**src/rtl/commit_trace_pkg.sv**
```systemverilog
// Shared trace record format and constants for the commit trace capture path,
// imported by the capture buffer, the instruction tracer and the trace sink.
package commit_trace_pkg;

    localparam int DROP_CNT_W = 16;
    localparam int TSTAMP_W   = 32;

    typedef struct packed {
        logic [63:0]         pc;
        logic [31:0]         instr;
        logic [4:0]          rd;
        logic                we;
        logic [63:0]         wdata;
        logic                ex;
        logic [1:0]          priv;
        logic                lost;
        logic [TSTAMP_W-1:0] tstamp;
    } trace_rec_t;

    // Adds up to 3 to the loss counter, sticking at all-ones instead of wrapping.
    function automatic logic [DROP_CNT_W-1:0] sat_add(input logic [DROP_CNT_W-1:0] a,
                                                      input logic [1:0]            b);
        logic [DROP_CNT_W:0] sum;
        sum = {1'b0, a} + {{(DROP_CNT_W-1){1'b0}}, b};
        return sum[DROP_CNT_W] ? '1 : sum[DROP_CNT_W-1:0];
    endfunction

endpackage

```
**src/rtl/trace_fifo_2w1r.sv**
```systemverilog
// Generic FIFO accepting 0, 1 or 2 writes and at most one read per cycle.
// The caller must never enable more writes than free_o allows.
module trace_fifo_2w1r #(
    parameter int DEPTH = 8,
    parameter int W     = 32
) (
    input  logic                     clk_i,
    input  logic                     rst_i,
    input  logic [1:0]               wr_en_i,
    input  logic [W-1:0]             wr_data0_i,
    input  logic [W-1:0]             wr_data1_i,
    input  logic                     rd_en_i,
    output logic [W-1:0]             rd_data_o,
    output logic                     empty_o,
    output logic                     full_o,
    output logic [$clog2(DEPTH):0]   free_o
);

    localparam int AW = $clog2(DEPTH);
    localparam int PW = AW + 1;

    logic [W-1:0]  mem [DEPTH];
    logic [PW-1:0] wr_ptr;
    logic [PW-1:0] rd_ptr;
    logic [PW-1:0] count;
    logic [AW-1:0] wr_idx0;
    logic [AW-1:0] wr_idx_b;
    logic          pop;

    // Pointers carry one extra bit so full and empty are distinguishable.
    assign count    = wr_ptr - rd_ptr;
    assign empty_o  = (count == '0);
    assign full_o   = (count == PW'(DEPTH));
    assign free_o   = PW'(DEPTH) - count;
    assign pop      = rd_en_i && !empty_o;
    assign wr_idx0  = wr_ptr[AW-1:0];
    assign wr_idx_b = wr_en_i[0] ? (wr_idx0 + AW'(1)) : wr_idx0;
    assign rd_data_o = mem[rd_ptr[AW-1:0]];

    always_ff @(posedge clk_i) begin
        if (rst_i) begin
            wr_ptr <= '0;
            rd_ptr <= '0;
        end else begin
            wr_ptr <= wr_ptr + PW'(wr_en_i[0]) + PW'(wr_en_i[1]);
            rd_ptr <= rd_ptr + PW'(pop);
        end
    end

    // NOTE: storage is deliberately not reset; emptiness is tracked by the pointers alone.
    always_ff @(posedge clk_i) begin
        if (wr_en_i[0]) mem[wr_idx0]  <= wr_data0_i;
        if (wr_en_i[1]) mem[wr_idx_b] <= wr_data1_i;
    end

endmodule

```
**src/rtl/commit_trace_buffer.sv**
```systemverilog
// Packs up to two retired instructions per cycle into trace records and buffers them.
// Define COMMIT_TRACE_TSTAMP_EN to populate tstamp from a free-running cycle counter.
module commit_trace_buffer
    import commit_trace_pkg::*;
#(
    parameter int DEPTH           = 8,
    parameter int NR_COMMIT_PORTS = 2
) (
    input  logic                                clk_i,
    input  logic                                rst_i,
    input  logic                                enable_i,
    input  logic [NR_COMMIT_PORTS-1:0]          commit_ack_i,
    input  logic [NR_COMMIT_PORTS-1:0][63:0]    commit_pc_i,
    input  logic [NR_COMMIT_PORTS-1:0][31:0]    commit_instr_i,
    input  logic [NR_COMMIT_PORTS-1:0][4:0]     commit_rd_i,
    input  logic [NR_COMMIT_PORTS-1:0]          commit_we_i,
    input  logic [NR_COMMIT_PORTS-1:0][63:0]    commit_wdata_i,
    input  logic [NR_COMMIT_PORTS-1:0]          commit_ex_i,
    input  logic [1:0]                          priv_lvl_i,
    output logic                                trace_valid_o,
    input  logic                                trace_ready_i,
    output trace_rec_t                          trace_rec_o,
    output logic [DROP_CNT_W-1:0]               drop_cnt_o,
    output logic                                full_o
);

    localparam int PW = $clog2(DEPTH) + 1;

    logic [NR_COMMIT_PORTS-1:0] commit_vld;
    trace_rec_t                 rec [NR_COMMIT_PORTS];
    trace_rec_t                 slot_a;
    trace_rec_t                 slot_b;
    trace_rec_t                 head;
    logic [1:0]                 n_commit;
    logic [1:0]                 n_write;
    logic [1:0]                 n_drop;
    logic [PW-1:0]              free;
    logic                       empty;
    logic                       lost_pending;
    logic [DROP_CNT_W-1:0]      drop_cnt_q;
    logic [TSTAMP_W-1:0]        tstamp;

`ifdef COMMIT_TRACE_TSTAMP_EN
    always_ff @(posedge clk_i) begin
        if (rst_i) tstamp <= '0;
        else       tstamp <= tstamp + TSTAMP_W'(1);
    end
`else
    assign tstamp = '0;
`endif

    assign commit_vld = enable_i ? commit_ack_i : '0;

    // NOTE: every always_comb output gets a full default first so no latch is inferred.
    always_comb begin
        for (int p = 0; p < NR_COMMIT_PORTS; p++) begin
            rec[p]        = '0;
            rec[p].pc     = commit_pc_i[p];
            rec[p].instr  = commit_instr_i[p];
            rec[p].rd     = commit_rd_i[p];
            rec[p].we     = commit_we_i[p];
            rec[p].wdata  = commit_wdata_i[p];
            rec[p].ex     = commit_ex_i[p];
            rec[p].priv   = priv_lvl_i;
            rec[p].tstamp = tstamp;
        end
        // Valid commits are compacted so the first one always lands in write slot A.
        slot_a      = commit_vld[0] ? rec[0] : rec[1];
        slot_a.lost = lost_pending;
        slot_b      = rec[1];
        n_commit    = {1'b0, commit_vld[0]} + {1'b0, commit_vld[1]};
        n_write     = (free >= PW'(n_commit)) ? n_commit : free[1:0];
        n_drop      = n_commit - n_write;
    end

    always_ff @(posedge clk_i) begin
        if (rst_i) begin
            lost_pending <= 1'b0;
            drop_cnt_q   <= '0;
        end else begin
            // A drop re-arms the flag even if this cycle's write consumed it.
            if (n_drop != 2'd0)       lost_pending <= 1'b1;
            else if (n_write != 2'd0) lost_pending <= 1'b0;
            drop_cnt_q <= sat_add(drop_cnt_q, n_drop);
        end
    end

    trace_fifo_2w1r #(
        .DEPTH (DEPTH),
        .W     ($bits(trace_rec_t))
    ) u_fifo (
        .clk_i      (clk_i),
        .rst_i      (rst_i),
        .wr_en_i    ({n_write == 2'd2, n_write != 2'd0}),
        .wr_data0_i (slot_a),
        .wr_data1_i (slot_b),
        .rd_en_i    (trace_ready_i),
        .rd_data_o  (head),
        .empty_o    (empty),
        .full_o     (full_o),
        .free_o     (free)
    );

    assign trace_valid_o = !empty;
    assign trace_rec_o   = empty ? '0 : head;
    assign drop_cnt_o    = drop_cnt_q;

endmodule

```
**config.mk**
```make
export PLATFORM = sky130hd
export DESIGN_NAME = commit_trace_buffer
export DESIGN_NICKNAME = d
export VERILOG_FILES = /design/src/rtl/commit_trace_pkg.sv /design/src/rtl/trace_fifo_2w1r.sv /design/src/rtl/commit_trace_buffer.sv
export SDC_FILE = /design/constraint.sdc
export NUM_CORES = 2
export LEC_CHECK = 0
export CORE_MARGIN = 2
export CORE_UTILIZATION = 40
export DETAILED_ROUTE_END_ITERATION = 8
export GPL_ROUTABILITY_DRIVEN = 0
export SYNTH_ARGS = -nofsm -noshare
export SYNTH_HDL_FRONTEND = slang
export SYNTH_HIERARCHICAL = 1
export SYNTH_SLANG_ARGS = --single-unit
```
**constraint.sdc**
```tcl
create_clock -name clk_i -period 18.2 [get_ports clk_i]
set_clock_uncertainty 0.15 [all_clocks]
set_input_delay 1.82 -clock clk_i [delete_from_list [all_inputs] [get_ports clk_i]]
set_output_delay 1.82 -clock clk_i [all_outputs]
set_load 0.05 [all_outputs]
```
# == Yosys cells after proc, flatten, opt, wreduce, memory -nomap -nowiden ==
# Memories as Yosys holds them, arrays and structs flattened. A register that Yosys moved wholly into a read port is not among the register bits.
# Index checks and enable logic that the tools add are counted.
# totals
inputBits,342
mem_count,1
out_inout_bits,220
ramBits,1616
ff_bits,25
elab_cells,36
# op_classes
add_sub_neg,9
order_cmp,1
n_reduce_logical,6
n_mux,13
eq_ne,2
# memory_table
name,words,word_bits,rd,rd_ports_with_merged_regs,wr,line,source
u_fifo.mem,8,202,1,1,2,trace_fifo_2w1r.sv:22,logic [W-1:0] mem [DEPTH];
# op_table
cell,n
202-bit two-way mux,2
16-bit by 2-bit adder with 17-bit output,1
16-bit two-way mux,1
4-bit by 1-bit adder with 4-bit output,3
1-bit two-way mux,6
3-bit two-way mux,2
2-bit nonzero test,3
"4-bit == test, second input constant",1
4-bit by 2-bit >= comparator with 1-bit output,1
4-bit logical NOT,1
2-bit two-way mux,2
4-bit subtractor,1
"4-bit subtractor, first input constant",1
"3-bit by 1-bit adder with 3-bit output, second input constant",1
1-bit by 1-bit adder with 2-bit output,1
"2-bit == test, second input constant",1
2-bit subtractor,1
1-bit logical AND,1
1-bit logical NOT,1

# == Logic depth before layout (Yosys ltp) ==
# depth
ltp_word,7
depth_mapped,21
ltp_nobuf,18

# == Hierarchy ==
# The synthesis kept the hierarchy.
# by_module_without_submodules
mod,area_per_inst_um2,instances,seq_area_each_um2,cells_each
trace_fifo_2w1r,80537.2,1,48686.7,4650
commit_trace_buffer,4389.2,1,340.3,524

# == Worst setup path before layout ==
# No wires, ideal clock.
# synth_path
kind,input-to-reg
from,input port commit_ack_i[0]
to,memory u_fifo/mem[0][0] (netlist bit) (enable)
path_stages,12
required_ps,16991
setup_time_ps,1059
t_arrival_ps,18685
setup_slack_ps,-1693
n_path_buf,3
cell_sequence,nand2_1 buf_2 buf_2 inv_1 ha_1 ha_1 nand2b_1 a21oi_2 mux2i_1 buf_4 nand2_1 o31ai_1
# synth_lines
element,line,source
start: declaration,commit_trace_buffer.sv:12,"input logic [NR_COMMIT_PORTS-1:0] commit_ack_i,"
end: declaration,trace_fifo_2w1r.sv:22,

==> run summary <==
Summed over all nets, the half-perimeter wirelength after detailed placement is 132000 um. The most common flop cell mapped by yosys is sky130_fd_sc_hd__edfxtp_1. The global routing's busiest layer is met2. Setup repair after global routing left no endpoint under its margin.

The critical path crosses 9 cells after its start point. The fraction of registers with async set or reset after synthesis came out at 0%. The min-delay analysis places its worst path in the category register to register. The post-route netlist has 39.6% of its cells at a drive strength greater than 1. The root buffer cell chosen for the clock tree is sky130_fd_sc_hd__clkbuf_16. The dominant delay contributor by cell family on the critical path is buffers and inverters. The floorplan step defined a die boundary enclosing 216000 sq um. The maximum VDD drop came out at 0.266 mV. The startpoint type of the worst setup path is a register. The switching share of power is between 30% and 40%. The worst relative slew slack came out at 23.8%. The number of hold buffers added after cts is 0. The count of cells resized by post-cts repair came out at 0. After synthesis the netlist holds a flip-flop and latch count of 1641. The overall power of the completed layout is 15.8 mW. The proportion of synthesized chip area in sequential cells came out at 57.7%. The number of enable flip-flop cells after synthesis is 1616. The critical path contains buffers and inverters numbering 5 combined.

The slew at the pin closest to its max-slew limit is 1.14 ns. The part of the total power dissipated in sequential elements came out at 32.6%. The data arrival at the endpoint of the critical path is 6.67 ns. Leaving out fill and tap cells, the most frequent cells in the layout are sky130_fd_sc_hd__mux2_2 (1738), sky130_fd_sc_hd__edfxtp_1 (1616), sky130_fd_sc_hd__nand2_1 (617), sky130_fd_sc_hd__clkdlybuf4s50_1 (561), sky130_fd_sc_hd__conb_1 (520). The met1 usage in global routing is between 20% and 30%. The switching power came out at 6.26 mW. The largest incremental delay on the critical path came out at 0.91 ns. The final routed wire length divided by cell count came out at 26.3 um. The worst hold path cell count is 2. The clock network fraction of total power came out at 22.3%. Leaving out fill and tap cells, the most frequent cell in the layout is sky130_fd_sc_hd__mux2_2. The netlist area before placement is between 80000 and 90000 sq um. The final critical-path share of the clock period came out at 47.5%. The setup TNS is 0 ns.

The final setup violation count came out at 0. The total detailed-routing wirelength came out at 240000 um. The hold violation count in the final report came out at 0. The horizontal extent of the die came out at ~460 um. The largest net degree at the start of global routing is 122. The I/O pin count came out at 562. The post-layout worst setup margin is between 9 and 10 ns. The placement row count came out at between 150 and 200. Global routing consumed, over all layers together, ~22% of the routing resources.

The number of buffers inserted by post-CTS setup repair came out at 0. The clock slew at the register clock pins of the worst setup and hold paths came out at 0.06 ns. The total number of vias is ~50000.

For this run the aggregate overflow at the end of global routing stands at 0. The layout overhead on the synthesized area came out at 18.6%. The data required time of the critical path came out at 16.23 ns. For this run, the number of standard cells in the final layout without fillers is between 9000 and 10000. The initial antenna violation count is 23.

The timing-limited maximum frequency is 0.116 GHz. The height of the die came out at 465 um. The via-per-instance ratio is 5.35.

TritonCTS built the clock tree. In the routed design, unresolved DRC markers number 0. The combinational cell fraction of total power came out at 45.2%. The met2 track utilization from global routing is 38.0%. The number of fillers in the final layout is 18253.

The H-tree depth came out at 4. The power density normalized to cell area came out at 157 nW/um^2. The total clock sinks is ~1600.

The critical path is of the register to output pin type. The run finished with clean final reports. The max-cap check violation count came out at 0.

The number of buffers inserted by port buffering came out at 561. The worst hold slack across all endpoints came out at about 0.36 ns. The signal on the critical path passes through buf_12 -> buf_4 -> buf_4 -> buf_4 -> mux4_2 -> nand2_1 -> nand2_1 -> nor2b_1 -> clkdlybuf4s50_1. The synthesis warning total came out at 6. The global-route wire length before repair came out at about 350000 um. The first-pass iteration count of the detailed router is 6. The smallest clock period supported by the final layout is computed as about 8.6 ns. The number of cells produced by synthesis came out at 5174. Once the floorplan was initialized, standard cells occupied 40.1% of the core. Timing analysis after detailed placement gives a worst setup slack of around 8.8 ns. The synthesized area divided by synthesized cell count is about 16 sq um. The largest individual stage delay along the critical path comes from the cell sky130_fd_sc_hd__clkdlybuf4s50_1. Once detail routing completed, the nets flagged for antenna violations numbered 0.

The number of cell instances on the worst register-to-register path came out at 16. By instance count, the cell type seen most on the critical path is sky130_fd_sc_hd__buf_4. The clock latency reported for the late side of the worst-skew pair is roughly 0.84 ns. The total number of nets in the final design came out at between 6000 and 7000. The core area came out at around 210000 sq um. The leakage power total came out at 33.8 nW.

The met3 track utilization from global routing came out at 3.51%. The netlist uses 56 different library cells. In this run the worst path has a maximum fanout of 112.

The number of pins exceeding their max-slew limit in the final report is 0. Clock tree synthesis inserted a total of 183 buffers. The number of DRC markers in iteration 0 is ~3300. The number of global-route vias before repair is approximately 52000.

Counting along the longest clock path gives a buffer depth of 3. The number of cells after detailed placement came out at 8800. STA classifies the critical path endpoint as an output pin.

The internal power contribution is ~9.5 mW.
power by group through the flow:
stage	logic, mW	registers, mW	clock network [mW]
finish	7.13	5.14	3.51
global route	7.54	5.19	3.74
CTS	7.25	5.15	3.60
detailed placement	7.22	5.22	0
global placement	7.20	5.20	0
floorplan	4.77	5.36	0
per-layer routing:
| layer | vias to the layer above | wire [um] |
|---|---|---|
| met5 | - | 74 |
| met4 | 12 | 4890 |
| met3 | 285 | 11500 |
| met2 | 1194 | 120000 |
| met1 | 25635 | 103000 |
| li1 | 21754 | - |
through the flow:
stage | instance area [sq um] | utilization (%)
CTS | 101000 | 47.6
detailed placement | 95100 | 44.9
floorplan | 86900 | -
global route | 101000 | 47.6
global placement | 95100 | 44.9
finish | 101000 | 47.6
final timing paths:
path / start / to / slack (ns)
setup reg to reg: u_fifo/rd_ptr[2]$_SDFF_PP0_ / u_fifo/mem[4][67]$_DFFE_PP_ / 9.85
setup / recovery: u_fifo/rd_ptr[1]$_SDFF_PP0_ / trace_rec_o[113] / 9.56
hold reg to reg: u_fifo/wr_ptr[3]$_SDFF_PP0_ / u_fifo/wr_ptr[3]$_SDFF_PP0_ / 0.36
hold / removal: u_fifo/wr_ptr[3]$_SDFF_PP0_ / u_fifo/wr_ptr[3]$_SDFF_PP0_ / 0.36
sequential cells by signal (all words and copies together), names as in the netlist:
name,count
u_fifo/mem,1616
drop_cnt_o,16
u_fifo/rd_ptr,4
u_fifo/wr_ptr,4
lost_pending,1
Yosys cell counts, types with 2 or more instances:
cell | number | area (sq um)
sky130_fd_sc_hd__xnor2_1 | 15 | 131
sky130_fd_sc_hd__buf_6 | 20 | 225
sky130_fd_sc_hd__nor3_1 | 2 | 10.0
sky130_fd_sc_hd__nor3b_1 | 4 | 30.0
sky130_fd_sc_hd__nor2_1 | 17 | 63.8
sky130_fd_sc_hd__ha_1 | 14 | 175
sky130_fd_sc_hd__nand3_1 | 5 | 25.0
sky130_fd_sc_hd__nand4_1 | 3 | 18.8
sky130_fd_sc_hd__mux2i_1 | 5 | 50.1
sky130_fd_sc_hd__or3_1 | 3 | 18.8
sky130_fd_sc_hd__mux4_2 | 404 | 9100
sky130_fd_sc_hd__a21oi_2 | 10 | 87.6
sky130_fd_sc_hd__nor2b_1 | 206 | 1290
sky130_fd_sc_hd__and2_1 | 2 | 12.5
sky130_fd_sc_hd__a31oi_1 | 3 | 18.8
sky130_fd_sc_hd__inv_1 | 19 | 71.3
sky130_fd_sc_hd__dfxtp_1 | 25 | 500
sky130_fd_sc_hd__buf_1 | 35 | 131
sky130_fd_sc_hd__buf_4 | 53 | 398
sky130_fd_sc_hd__o22ai_1 | 4 | 25.0
sky130_fd_sc_hd__o21ai_0 | 4 | 20.0
sky130_fd_sc_hd__clkbuf_1 | 91 | 342
sky130_fd_sc_hd__edfxtp_1 | 1616 | 48500
sky130_fd_sc_hd__o31ai_1 | 2 | 15.0
sky130_fd_sc_hd__nand2b_1 | 5 | 31.3
sky130_fd_sc_hd__nand2_1 | 618 | 2320
sky130_fd_sc_hd__a21oi_1 | 6 | 30.0
sky130_fd_sc_hd__nor4b_1 | 2 | 17.5
sky130_fd_sc_hd__xor2_1 | 9 | 78.8
sky130_fd_sc_hd__nand3b_1 | 2 | 15.0
sky130_fd_sc_hd__mux2_2 | 1738 | 19600
sky130_fd_sc_hd__and3_1 | 3 | 18.8
sky130_fd_sc_hd__buf_2 | 160 | 801
sky130_fd_sc_hd__mux2_1 | 45 | 507
sky130_fd_sc_hd__fa_1 | 3 | 60.1
area by class of cell:
cell class	instances	area, sq um	share of cell area (%)
inverter	20	82.6	0.0820
clock inverter	74	642	0.637
tap	2821	3530	3.50
timing repair buffer	645	6450	6.40
sequential	1641	49000	48.7
antenna	12	30.0	0.0298
clock buffer	248	4910	4.87
multi-input combinational	3673	36000	35.8
tightest hold or removal path, delay by kind of cell (launching register included):
family | cells | cell delay [ns]
flip-flops | 1 | 0.33
AO/OA/AOI/OAI | 2 | 0.14
cell families (layout without fill, tap and decap cells):
| logic type | Yosys count | in the layout | synth area share [%] |
|---|---|---|---|
| flip-flops | 1641 | 1641 | 57.7 |
| AND/OR/NAND/NOR | 882 | 882 | 4.67 |
| AO/OA/AOI/OAI | 38 | 38 | 0.337 |
| multiplexers | 2192 | 2192 | 34.4 |
| XOR/XNOR | 24 | 24 | 0.248 |
| adder cells (fa/ha/maj) | 17 | 17 | 0.277 |
| other | 1 | 532 | 0.00442 |
| buffers and inverters | 379 | 987 | 2.32 |
Note: power is estimated with default switching activity, not from simulation.
